## src/rtl/mips_pkg.sv

```systemverilog
// Shared MIPS definitions used by the register file and the rest of the pipeline.
// Contents:
//   REG_ADDR_W  register address width (5 bits, 32 architectural registers)
//   REG_DATA_W  register word width (32 bits)
//   REG_ZERO    address of the hardwired $zero register
//   reg_addr_t  register address type
//   reg_data_t  register data type
package mips_pkg;

    localparam int REG_ADDR_W = 5;
    localparam int REG_DATA_W = 32;

    typedef logic [REG_ADDR_W-1:0] reg_addr_t;
    typedef logic [REG_DATA_W-1:0] reg_data_t;

    localparam reg_addr_t REG_ZERO = 5'd0;

endpackage : mips_pkg

```

## src/rtl/reg_file_word.sv

```systemverilog
// One storage word of the register file.
// The word loads wr_data on a clock edge while wr_en is high. Otherwise it
// holds its value. An asynchronous active-low clear forces the word to zero.
// Ports:
//   clk      in   1       clock, updates on posedge
//   reset    in   1       asynchronous clear, active-low
//   wr_en    in   1       word-level write enable (already decoded)
//   wr_data  in   DATA_W  value to store
//   rd_data  out  DATA_W  current stored value
module reg_file_word #(
    parameter int DATA_W = 32
) (
    input  logic              clk,
    input  logic              reset,
    input  logic              wr_en,
    input  logic [DATA_W-1:0] wr_data,
    output logic [DATA_W-1:0] rd_data
);

    logic [DATA_W-1:0] data_d;
    logic [DATA_W-1:0] data_q;

    always_comb begin
        data_d = data_q;
        if (wr_en) begin
            data_d = wr_data;
        end
    end

    always_ff @(posedge clk or negedge reset) begin
        if (!reset) begin
            data_q <= '0;
        end else begin
            data_q <= data_d;
        end
    end

    assign rd_data = data_q;

endmodule : reg_file_word

```

## src/rtl/reg_file.sv

```systemverilog
// MIPS general-purpose register file.
// It has one synchronous write port, used by write-back, and two
// combinational read ports (rs and rt), used by decode. Address 0 ($zero)
// has no storage and always reads as zero.
// Optional feature macro: WRITE_BYPASS_EN. When it is defined, a write in
// the current cycle is forwarded to a read port that addresses the same
// register (write-first).
// Ports:
//   clk        in   1       clock, updates on posedge
//   reset      in   1       asynchronous reset, active-low; clears every word
//   wr_en      in   1       write strobe (RegWrite)
//   wr_addr    in   ADDR_W  destination register
//   wr_data    in   DATA_W  write-back value
//   rd_addr_a  in   ADDR_W  read port A address (rs)
//   rd_data_a  out  DATA_W  read port A data
//   rd_addr_b  in   ADDR_W  read port B address (rt)
//   rd_data_b  out  DATA_W  read port B data
module reg_file
    import mips_pkg::*;
#(
    parameter int DATA_W   = REG_DATA_W,
    parameter int ADDR_W   = REG_ADDR_W,
    parameter int NUM_REGS = 2**ADDR_W
) (
    input  logic              clk,
    input  logic              reset,
    input  logic              wr_en,
    input  logic [ADDR_W-1:0] wr_addr,
    input  logic [DATA_W-1:0] wr_data,
    input  logic [ADDR_W-1:0] rd_addr_a,
    output logic [DATA_W-1:0] rd_data_a,
    input  logic [ADDR_W-1:0] rd_addr_b,
    output logic [DATA_W-1:0] rd_data_b
);

    localparam logic [ADDR_W-1:0] ADDR_ZERO = ADDR_W'(REG_ZERO);

    // Slot 0 is a constant zero. Every other slot is backed by a storage word.
    logic [NUM_REGS-1:0][DATA_W-1:0] words;

    assign words[0] = '0;

    // The one-hot write decode never selects slot 0, so a write to $zero is dropped.
    for (genvar i = 1; i < NUM_REGS; i++) begin : g_word
        logic word_we;

        assign word_we = wr_en && (wr_addr == ADDR_W'(i));

        reg_file_word #(
            .DATA_W (DATA_W)
        ) u_word (
            .clk     (clk),
            .reset   (reset),
            .wr_en   (word_we),
            .wr_data (wr_data),
            .rd_data (words[i])
        );
    end

`ifdef WRITE_BYPASS_EN
    logic wr_live;

    assign wr_live = wr_en && (wr_addr != ADDR_ZERO);
`endif

    always_comb begin
        rd_data_a = words[rd_addr_a];
        rd_data_b = words[rd_addr_b];
`ifdef WRITE_BYPASS_EN
        // Write-first forwarding closes the WB->ID hazard inside the file.
        if (wr_live && (wr_addr == rd_addr_a)) begin
            rd_data_a = wr_data;
        end
        if (wr_live && (wr_addr == rd_addr_b)) begin
            rd_data_b = wr_data;
        end
`endif
        // Reset dominates forwarding as well as storage.
        if (!reset) begin
            rd_data_a = '0;
            rd_data_b = '0;
        end
    end

endmodule : reg_file
```

## config.mk

```make
export PLATFORM = sky130hd
export DESIGN_NAME = reg_file
export DESIGN_NICKNAME = d
export VERILOG_FILES = /design/src/rtl/mips_pkg.sv /design/src/rtl/reg_file_word.sv /design/src/rtl/reg_file.sv
export SDC_FILE = /design/constraint.sdc
export NUM_CORES = 2
export LEC_CHECK = 0
export ABC_AREA = 1
export BUFFER_PORTS_ARGS = -buffer_cell sky130_fd_sc_hd__buf_2
export CORE_ASPECT_RATIO = 1.1
export CORE_MARGIN = 10
export CORE_UTILIZATION = 35
export CTS_BUF_LIST = sky130_fd_sc_hd__clkbuf_4 sky130_fd_sc_hd__clkbuf_8 sky130_fd_sc_hd__clkbuf_16
export CTS_CLUSTER_DIAMETER = 150
export CTS_CLUSTER_SIZE = 14
export DETAILED_ROUTE_END_ITERATION = 7
export GPL_ROUTABILITY_DRIVEN = 0
export PLACE_DENSITY_LB_ADDON = 0.1
export SYNTH_ARGS = -nofsm -noshare
export SYNTH_HDL_FRONTEND = slang
export SYNTH_HIERARCHICAL = 1
export SYNTH_SLANG_ARGS = --single-unit
```

## constraint.sdc

```tcl
create_clock -name clk -period 3.1 [get_ports clk]
set_input_delay 0.62 -clock clk [delete_from_list [all_inputs] [get_ports clk]]
set_output_delay 0.62 -clock clk [all_outputs]
set_load 0.02 [all_outputs]
```

==> impl_metrics.ini <==
[run]
cap_viol_max_count = 0

[final_layout]
instances_no_fill = 12100
final_area_um2 = 69400
area_growth_pct = 9.41
fin_util_pct = 38.6
nFillCells = 19400
largest_reg_flops = 992
drive_above_1_share_pct = 10.2
nets = 9763

[placed_design]
placed_cells = 12000
dp_slack_ns = -0.195
place_hpwl_um = 182000
dpl_cell_area_um2 = 66800
numPortBuffers = 113

[critical_path]
crit_chain = buf_12, inv_16, buf_12, nand2_1, nand3_1, nand3_1, nand3_1, nand2_1, nor2_1, buf_4, nor2_1, buf_4, buf_2
required_ns = 2.48
endpoint_kind = output port
cp_top_family = buffers and inverters
arrival_ns = 2.47
cpMostUsedCell = nand3_1
crit_type = in2out
crit_path_max_fanout = 31
cp.buffers_inverters = 6
cpPeakStageDelay_ns = 0.24
critPathLaunchType = primary input
cpMaxStageDelayCell = buf_12

[power_and_ir_drop]
powerDensity_nw_per_um2 = 529
finalPower_mw = 36.7
ir_drop_mv = 0.401
leakagePower_nw = 38.2

[timing]
max_slew_margin_pct = 16.3
tightest_slew_ns = 1.25
finalSetupViolCount = 0
period_share_pct = 99.6
rsz0062_at_grt = true
drv_slew = 0
period_needed_ns = 3.09
fmax_ghz = 0.324
hold_viol = 0
setup-tns-final_ns = 0
hold_ws_ns = 0.0911
fin_skew_ns = 0
timing.final.ws_setup_ns = 0.0113

[drt]
initialDrtViolationCount = 7924
wire_per_inst_um = 24.7
ant_nets = 0
drc_errors = 0
wl_met1_um = 127000
dr_wl_met2_um = 133000
finalWirelength_um = 299000
highest_layer = met5
wl_met3_um = 24100
viasPerCell = 5.27
dr_total_vias = 63900
first_pass_iters = 8

[yosys]
yosys_warnings = 6
syn_avg_cell_area_um2 = 6.48
synth_cell_types = 16
syn_nets = 9831
seq_area_frac_synth_pct = 39.1
ys_ff_latch = 992
syn-instance-count = 9781
netlist_area_um2 = 63400

[clocking]
cts.sinks = 992
cts_inserted_buffers = 80
cts_setup_buffers = 0
cts.htree.levels = 3
cts_root_buf = clkbuf_16
clk_latency_ns = 0.74
clock_path_buffers = 3
cts.clk_slew.worst_paths_ns = 0.08
cts_tree = yes

[die]
die_y_um = 466
num_rows = 163
io_pins = 114
coreArea_um2 = 180000
die_area_um2 = 199000
start_util_pct = 35.3
die_x_um = 426

[global_routing]
grt_max_degree = 96
grt-ovfl-total = 0
grt_pass1_vias = 61100
antenna_found_initial = 30
grt_usage_pct = 29.3
grt_pass1_wl_um = 433000

[run_status]
status = completed

[worst_hold_path]
min_path_type = in2async
[logic make-up after synthesis]
| family | Yosys count | synth area share, % |
|---|---|---|
| flops | 992 | 39.1 |
| buf+inv | 1532 | 13.4 |
| simple gates | 7257 | 47.5 |
[power breakdown]
| part | total (mW) | switching, mW | internal, mW | leakage [nW] |
|---|---|---|---|---|
| Sequential | 16.9 | 1.54 | 15.3 | 12.9 |
| Combinational | 9.72 | 6.36 | 3.36 | 24.3 |
| Clock | 10.1 | 5.33 | 4.81 | 1.05 |
| Total | 36.7 | 13.2 | 23.5 | 38.2 |
[cell usage in the layout (no fill, tap or decap)]
cell type	synthesis	final
nand2_1	4990	4989
nand3_1	1664	1662
dfrtp_1	992	992
inv_1	839	839
nand2_2	310	311
buf_4	6	256
nor2_1	293	247
buf_12	31	107
buf_2	259	96
clkbuf_16	0	91
inv_8	31	33
nor2_4	0	33
buf_16	0	17
nor2_2	0	13
diode_2	0	12
clkbuf_4	0	7
buf_8	0	4
buf_6	99	4
inv_4	0	3
inv_6	0	3
clkbuf_8	93	3
inv_16	0	2
nand3_2	0	2
clkinv_2	0	1
clkinv_8	0	1
bufbuf_16	0	1
dlygate4sd3_1	0	1
[routing by layer]
metal | vias up | GRT usage (%)
met5 | - | 0
met4 | 10 | 13.9
met3 | 596 | 4.03
met2 | 3164 | 46.1
met1 | 30500 | 39.5
li1 | 29500 | -
[cells in the mapped netlist, drive strengths merged]
library cell,instances,area [um^2]
nor2,293,1100
buf,433,3220
clkinv,2,7.51
clkbuf,219,1750
inv,878,3530
dfrtp,992,24800
nand3,1664,8330
nand2,5300,20700
[cell type report]
type | count | area (um^2) | area share [%]
repair buffers | 502 | 5420 | 7.80
inverters | 880 | 3600 | 5.19
well taps | 2392 | 2990 | 4.31
flip-flops and latches | 992 | 24800 | 35.8
multi-input cells | 7257 | 30400 | 43.8
clock buffers | 85 | 2120 | 3.05
clock inverters | 2 | 25.0 | 0.0361
diodes | 12 | 30.0 | 0.0433
[path summary, 6_finish.rpt]
check	startpoint	endpoint	slack, ns	cells after the start
min in group clk	wr_data[31]	g_word[12].u_word/rd_data[31]	0.43	3
hold / removal	reset	g_word[10].u_word/rd_data[0]	0.09	2
hold reg to reg	g_word[19].u_word/rd_data[30]	g_word[19].u_word/rd_data[30]	0.47	2
max in group asynchronous	reset	g_word[8].u_word/rd_data[9]	1.72	4
setup reg to reg	g_word[6].u_word/rd_data[0]	g_word[6].u_word/rd_data[0]	2.44	2
setup / recovery	rd_addr_a[0]	rd_data_a[16]	0.01	13
[what timing repair did]
item | CTS | global route
endpoints found under the hold margin | 10 | 0
gates cloned | 1 | 7
endpoints found under the setup margin | 9 | 38
gates resized for setup | 12 | 46
hold buffers | 1 | 0
(Power assumes the default switching activity.)
